$ cat src/rtl/pwm_pkg.sv
// pwm_pkg: definitions shared by the PWM link blocks (generator and meter).
//   DUTY_MAX : largest duty value in tenths; larger requests saturate here
//   DUTY_W   : width of a duty value
//   estado_t : state encoding of the duty quantiser FSM
`timescale 1ns / 1ps
package pwm_pkg;

   localparam int unsigned DUTY_MAX = 10;
   localparam int unsigned DUTY_W   = 4;

   typedef enum logic [1:0] {
      IDLE,
      QUANT,
      DONE
   } estado_t;

   // Clamp a duty request to the 0..DUTY_MAX range.
   function automatic logic [DUTY_W-1:0] sat_duty(input logic [DUTY_W-1:0] req);
      if (req > DUTY_W'(DUTY_MAX)) begin
         return DUTY_W'(DUTY_MAX);
      end
      return req;
   endfunction

endpackage

$ cat src/rtl/sincronizador.sv
// sincronizador: two-flop synchronizer for an asynchronous input, with
// single-cycle rise/fall pulses derived from the synchronized level.
//   clk      : system clock
//   rst      : asynchronous active-high reset
//   i_async  : asynchronous input (PWM line, switch, button)
//   o_sync   : synchronized level, 2 cycles behind i_async
//   o_rise   : one-cycle pulse on a 0->1 change of o_sync
//   o_fall   : one-cycle pulse on a 1->0 change of o_sync
`timescale 1ns / 1ps
module sincronizador (
   input  logic clk,
   input  logic rst,
   input  logic i_async,
   output logic o_sync,
   output logic o_rise,
   output logic o_fall
);

   logic r_meta;
   logic r_sync;
   logic r_prev;

   always_ff @(posedge clk or posedge rst) begin
      if (rst) begin
         r_meta <= 1'b0;
         r_sync <= 1'b0;
         r_prev <= 1'b0;
      end else begin
         r_meta <= i_async;
         r_sync <= r_meta;
         r_prev <= r_sync;
      end
   end

   assign o_sync = r_sync;
   assign o_rise = r_sync & ~r_prev;
   assign o_fall = ~r_sync & r_prev;

endmodule

$ cat src/rtl/pwm_medidor.sv
// pwm_medidor: measures the duty cycle of an incoming PWM waveform.
// High time is counted over back-to-back windows of PERIOD_CYCLES clocks and
// quantised to tenths (round half up, saturated at DUTY_MAX).
//   clk        : system clock
//   rst        : asynchronous active-high reset
//   pwm_in     : asynchronous PWM input
//   duty       : last measured duty in tenths, 0..10
//   duty_valid : one-cycle pulse when duty is updated
//   activo     : pwm_in had at least one edge in the last completed window
`timescale 1ns / 1ps
module pwm_medidor
   import pwm_pkg::*;
#(
   parameter int unsigned PERIOD_CYCLES = 1000
) (
   input  logic              clk,
   input  logic              rst,
   input  logic              pwm_in,
   output logic [DUTY_W-1:0] duty,
   output logic              duty_valid,
   output logic              activo
);

   localparam int unsigned CNT_W = $clog2(PERIOD_CYCLES + 1);
   localparam int unsigned STEP  = PERIOD_CYCLES / 10;
   // The threshold runs up to STEP/2 + 10*STEP, beyond PERIOD_CYCLES.
   localparam int unsigned THR_W = $clog2(PERIOD_CYCLES + STEP + 1);

   localparam logic [CNT_W-1:0]  WIN_LAST = CNT_W'(PERIOD_CYCLES - 1);
   localparam logic [THR_W-1:0]  THR_INIT = THR_W'(STEP / 2);
   localparam logic [THR_W-1:0]  THR_STEP = THR_W'(STEP);
   localparam logic [DUTY_W-1:0] K_MAX    = DUTY_W'(DUTY_MAX);

   // Quantisation takes up to 12 cycles and must finish inside one window.
   if ((PERIOD_CYCLES % 10) != 0 || PERIOD_CYCLES < 20) begin : g_bad_period
      $error("pwm_medidor: PERIOD_CYCLES must be a multiple of 10 and at least 20");
   end

   // Input conditioning
   logic w_pwm_s;
   logic w_rise;
   logic w_fall;
   logic w_edge;

   sincronizador u_sinc (
      .clk     (clk),
      .rst     (rst),
      .i_async (pwm_in),
      .o_sync  (w_pwm_s),
      .o_rise  (w_rise),
      .o_fall  (w_fall)
   );

   assign w_edge = w_rise | w_fall;

   // Window counter and high-time accumulation
   logic [CNT_W-1:0] r_win_cnt;
   logic [CNT_W-1:0] r_high_cnt;
   logic             r_edge_seen;
   logic [CNT_W-1:0] r_capture;
   logic             r_activo;
   logic             w_win_end;

   assign w_win_end = (r_win_cnt == WIN_LAST);

   always_ff @(posedge clk or posedge rst) begin
      if (rst) begin
         r_win_cnt   <= '0;
         r_high_cnt  <= '0;
         r_edge_seen <= 1'b0;
         r_capture   <= '0;
         r_activo    <= 1'b0;
      end else if (w_win_end) begin
         // The sample and edge of the last cycle still belong to this window.
         r_win_cnt   <= '0;
         r_high_cnt  <= '0;
         r_edge_seen <= 1'b0;
         r_capture   <= r_high_cnt + CNT_W'(w_pwm_s);
         r_activo    <= r_edge_seen | w_edge;
      end else begin
         r_win_cnt   <= r_win_cnt + CNT_W'(1);
         r_high_cnt  <= r_high_cnt + CNT_W'(w_pwm_s);
         r_edge_seen <= r_edge_seen | w_edge;
      end
   end

   // Quantiser: walk the thresholds STEP/2, 3*STEP/2, ... until capture drops
   // below one; the number passed is the rounded duty.
   estado_t           r_state;
   estado_t           w_state_next;
   logic [DUTY_W-1:0] r_k;
   logic [DUTY_W-1:0] w_k_next;
   logic [THR_W-1:0]  r_thr;
   logic [THR_W-1:0]  w_thr_next;
   logic [DUTY_W-1:0] r_duty;
   logic [DUTY_W-1:0] w_duty_next;
   logic              r_valid;
   logic              w_valid_next;
   logic [THR_W-1:0]  w_cap_ext;

   assign w_cap_ext = THR_W'(r_capture);

   always_ff @(posedge clk or posedge rst) begin
      if (rst) begin
         r_state <= IDLE;
         r_k     <= '0;
         r_thr   <= '0;
         r_duty  <= '0;
         r_valid <= 1'b0;
      end else begin
         r_state <= w_state_next;
         r_k     <= w_k_next;
         r_thr   <= w_thr_next;
         r_duty  <= w_duty_next;
         r_valid <= w_valid_next;
      end
   end

   always_comb begin
      w_state_next = r_state;
      w_k_next     = r_k;
      w_thr_next   = r_thr;
      w_duty_next  = r_duty;
      w_valid_next = 1'b0;
      unique case (r_state)
         IDLE: begin
            if (w_win_end) begin
               w_state_next = QUANT;
               w_k_next     = '0;
               w_thr_next   = THR_INIT;
            end
         end
         QUANT: begin
            if (w_cap_ext >= r_thr && r_k < K_MAX) begin
               w_k_next   = r_k + DUTY_W'(1);
               w_thr_next = r_thr + THR_STEP;
            end else begin
               w_state_next = DONE;
            end
         end
         DONE: begin
            w_duty_next  = r_k;
            w_valid_next = 1'b1;
            w_state_next = IDLE;
         end
         default: begin
            w_state_next = IDLE;
         end
      endcase
   end

   assign duty       = r_duty;
   assign duty_valid = r_valid;
   assign activo     = r_activo;

endmodule

$ cat config.mk
export PLATFORM = sky130hd
export DESIGN_NAME = pwm_medidor
export DESIGN_NICKNAME = d
export VERILOG_FILES = /design/src/rtl/pwm_pkg.sv /design/src/rtl/sincronizador.sv /design/src/rtl/pwm_medidor.sv
export SDC_FILE = /design/constraint.sdc
export NUM_CORES = 1
export LEC_CHECK = 0
export CORE_ASPECT_RATIO = 1.75
export CORE_MARGIN = 4
export CORE_UTILIZATION = 35
export DETAILED_ROUTE_END_ITERATION = 6
export GPL_TIMING_DRIVEN = 0
export SLEW_MARGIN = 5
export SYNTH_ARGS = -nofsm -noshare
export SYNTH_HDL_FRONTEND = slang
export SYNTH_SLANG_ARGS = --single-unit
$ cat constraint.sdc
create_clock -name clk -period 2.9 [get_ports clk]
set_input_delay 0.58 -clock clk [delete_from_list [all_inputs] [get_ports clk]]
set_output_delay 0.58 -clock clk [all_outputs]
set_load 0.1 [all_outputs]
==> results_dict.tcl <==
set metrics [dict create \
    synth_fp_nets 255 \
    rr_startpoint "r_thr[8]$_DFFE_PP0P_" \
    required_ps 2320 \
    synthTopCellsByCount "dfrtp_1 (55), nor2_1 (34), nand2_1 (17)" \
    maxCapViolCount 0 \
    syn2layout_area_growth_pct 13.2 \
    coreArea_sq_mm 0.00718 \
    grt_max_degree 39 \
    critPathArrivalTime_ps 1760 \
    clk_path_buf_depth 2 \
    fin_ws_ps 557 \
    yosysTopAreaCellShare_pct 53.9 \
    rows 41 \
    holdPathEnd "u_sinc.o_sync$_DFF_PP0_" \
    p_comb_share_pct 8.1 \
    power_switching_mw 0.359 \
    power_density_mw_per_mm2 533 \
    cts_buffers 5 \
    irDropWorstVdd_mv 0.262 \
    io_pins 9 \
    track_usage_pct 12.3 \
    worstRegToRegCells 8 \
    die_h_um 121 \
    cts.clk_slew.worst_paths_ps 70 \
    h-tree-depth 2 \
    cp-start-kind "register" \
    cts_tree "done" \
    fin_area_sq_mm 0.00289 \
    grt_pass1_vias 1821 \
    syn_inst 238 \
    hold_class "reg -> reg" \
    fin_crit_sh_pct 80.8 \
    yosysSeqAreaShare_pct 53.9 \
    setup_viol 0 \
    synth_edf_count 0 \
    outcome "finished clean" \
    drive_above_1_share_pct 9.88 \
    post-cts-setup-buffers 0 \
    synth_cell_types 36 \
    finalHoldViolations 0 \
    clock_latency_ps 290 \
    vias 1687 \
    whs_path_depth 0 \
    finClkSkew_ps 7.60 \
    holdWs_ps 349 \
    regToRegSetupSlack_ps 690 \
    slowest_stage "clkdlybuf4s50_1" \
    crit_buf_inv 1 \
    p_leak_nw 1.33 \
    dpl_cell_area_sq_mm 0.00276 \
    post_cts_resized 0 \
    p_seq_share_pct 55.3 \
    clkPwrFrac_pct 36.5 \
    gr-total-overflow 0 \
    die_w_um 72.6 \
    drtIter0Drc 52 \
    antenna_cells 0 \
    async_flop_share_pct 100 \
    synth-seq-cells 55 \
    cts.sinks 55 \
    cts-hold-fix-buffers 0 \
    initial_core_util_pct 35.6 \
    antenna_found_initial 0 \
    synthFlopType "dfrtp_1" \
    yosys.area.top_type "dfrtp_1" \
    postRouteAntennaNets 0 \
    port_buffers 8 \
    worstPathCellList "clkdlybuf4s50_1" \
    synthesis.area_sq_mm 0.00255 \
    internal_power_mw 1.18 \
    grt_setup_unrepaired "no" \
    dpl.hpwl_mm 3.52 \
    ctsRootBufferMaster "clkbuf_16" \
    max_slew_margin_pct 35.4 \
    synth_most_common_cell "dfrtp_1" \
    p_sw_share_pct 23.3 \
    synth_warnings 0 \
    final.min_clock_period_ps 2340 \
    endpoint_kind "primary output" \
    path_class "reg -> out" \
    critPathTopFamily "buffers and inverters" \
    grt_pass1_wl_mm 8.31 \
    worst_slew_pin_slew_ps 966 \
    synth.area.top_cells "dfrtp_1 (54%), ha_1 (6.9%), nor2_1 (5.0%)" \
    worstHoldStart "u_sinc.r_meta$_DFF_PP0_" \
    fmax_mhz 427 \
    finalNetCount 271 \
    dp_slack_ps 701 \
    r2r-end "r_thr[8]$_DFFE_PP0P_" \
    crit_path_max_fanout 2 \
    drc 0 \
    drt-vias-per-instance 4.98 \
    wire_per_inst_um 13.8 \
    slew_violations 0 \
    gp_congestion 0.817 \
    dieArea_sq_mm 0.00878 \
    critPathMaxStageDelay_ps 1130 \
    routed_wl_mm 4.67 \
    firstDrtPassIters 4 \
    syn_avg_cell_area_sq_um 10.7 \
]
==> worst max-delay path by stage <==
stage                                    start                      to  slack (ps)  cells after the start
after CTS                   activo$_DFFE_PP0P_                  activo         540                      1
after global routing       duty[2]$_DFFE_PP0P_                 duty[2]         510                      1
final                      duty[1]$_DFFE_PP0P_                 duty[1]         560                      1
after global placement                     rst  r_win_cnt[5]$_DFF_PP0_         -60                      2
after floorplan                            rst      activo$_DFFE_PP0P_         980                      1
after detailed placement  r_thr[8]$_DFFE_PP0P_      r_k[1]$_DFFE_PP0P_         700                      8
==> metrics by stage <==
step	instances	utilization [%]	TNS [ps]	total power, mW
final	339	40.2	0	1.54
after global routing	339	40.2	0	1.62
after CTS	339	40.2	0	1.56
after detailed placement	333	38.4	0	0.994
after global placement	332	38.2	-3150	0.986
after floorplan	238	-	0	0.952
==> layout make-up <==
class	instances	area, sq um
Fill cell	729	4290
Multi-Input combinational cell	162	1090
Inverter	16	60.1
Timing Repair Buffer	9	100
Sequential cell	55	1380
Clock buffer	6	129
Buffer	5	31.3
Tap cell	86	108
==> layer usage <==
| metal | vias to the layer above | GRT usage (%) | part of all wire [%] |
|---|---|---|---|
| met4 | 0 | 5.43 | 3.1 |
| li1 | 839 | - | - |
| met2 | 16 | 22.8 | 57 |
| met3 | 10 | 3.07 | 2.2 |
| met5 | - | 0 | 0 |
| met1 | 822 | 12.7 | 38 |
==> power groups by stage <==
stage	Sequential (mW)	Combinational, mW	Clock, mW
final	0.852	0.125	0.563
after global routing	0.858	0.149	0.612
after CTS	0.852	0.130	0.583
after detailed placement	0.866	0.128	0
after global placement	0.866	0.120	0
after floorplan	0.859	0.0930	0
==> logic make-up after synthesis <==
kind of cell    count (synthesis)  share of synthesized area, %
compound gates                 35                          9.51
buf+inv                        21                          3.58
simple gates                   87                          16.6
flops                          55                          53.9
fa+ha+maj                      14                          6.86
mux                             9                          3.77
xor+xnor                       17                          5.83
==> sequential cells by signal, summed over array words and instances, names as in the netlist, 2 cells and up <==
name and cells:
duty 4, r_high_cnt 10, r_k 4, r_win_cnt 10, r_state 2, r_thr 10
r_capture 9
==> cells in the final DEF, fill, tap and decap left out, types with 6 or more instances in the layout <==
| cell | count |
|---|---|
| xor2_1 | 8 |
| o21ai_0 | 6 |
| ha_1 | 14 |
| nor2_1 | 34 |
| nor2b_1 | 6 |
| dfrtp_1 | 55 |
| clkdlybuf4s50_1 | 8 |
| a21oi_1 | 15 |
| xnor2_1 | 9 |
| nand3_1 | 12 |
| nand2_1 | 17 |
| inv_1 | 14 |
(Power assumes the default switching activity.)
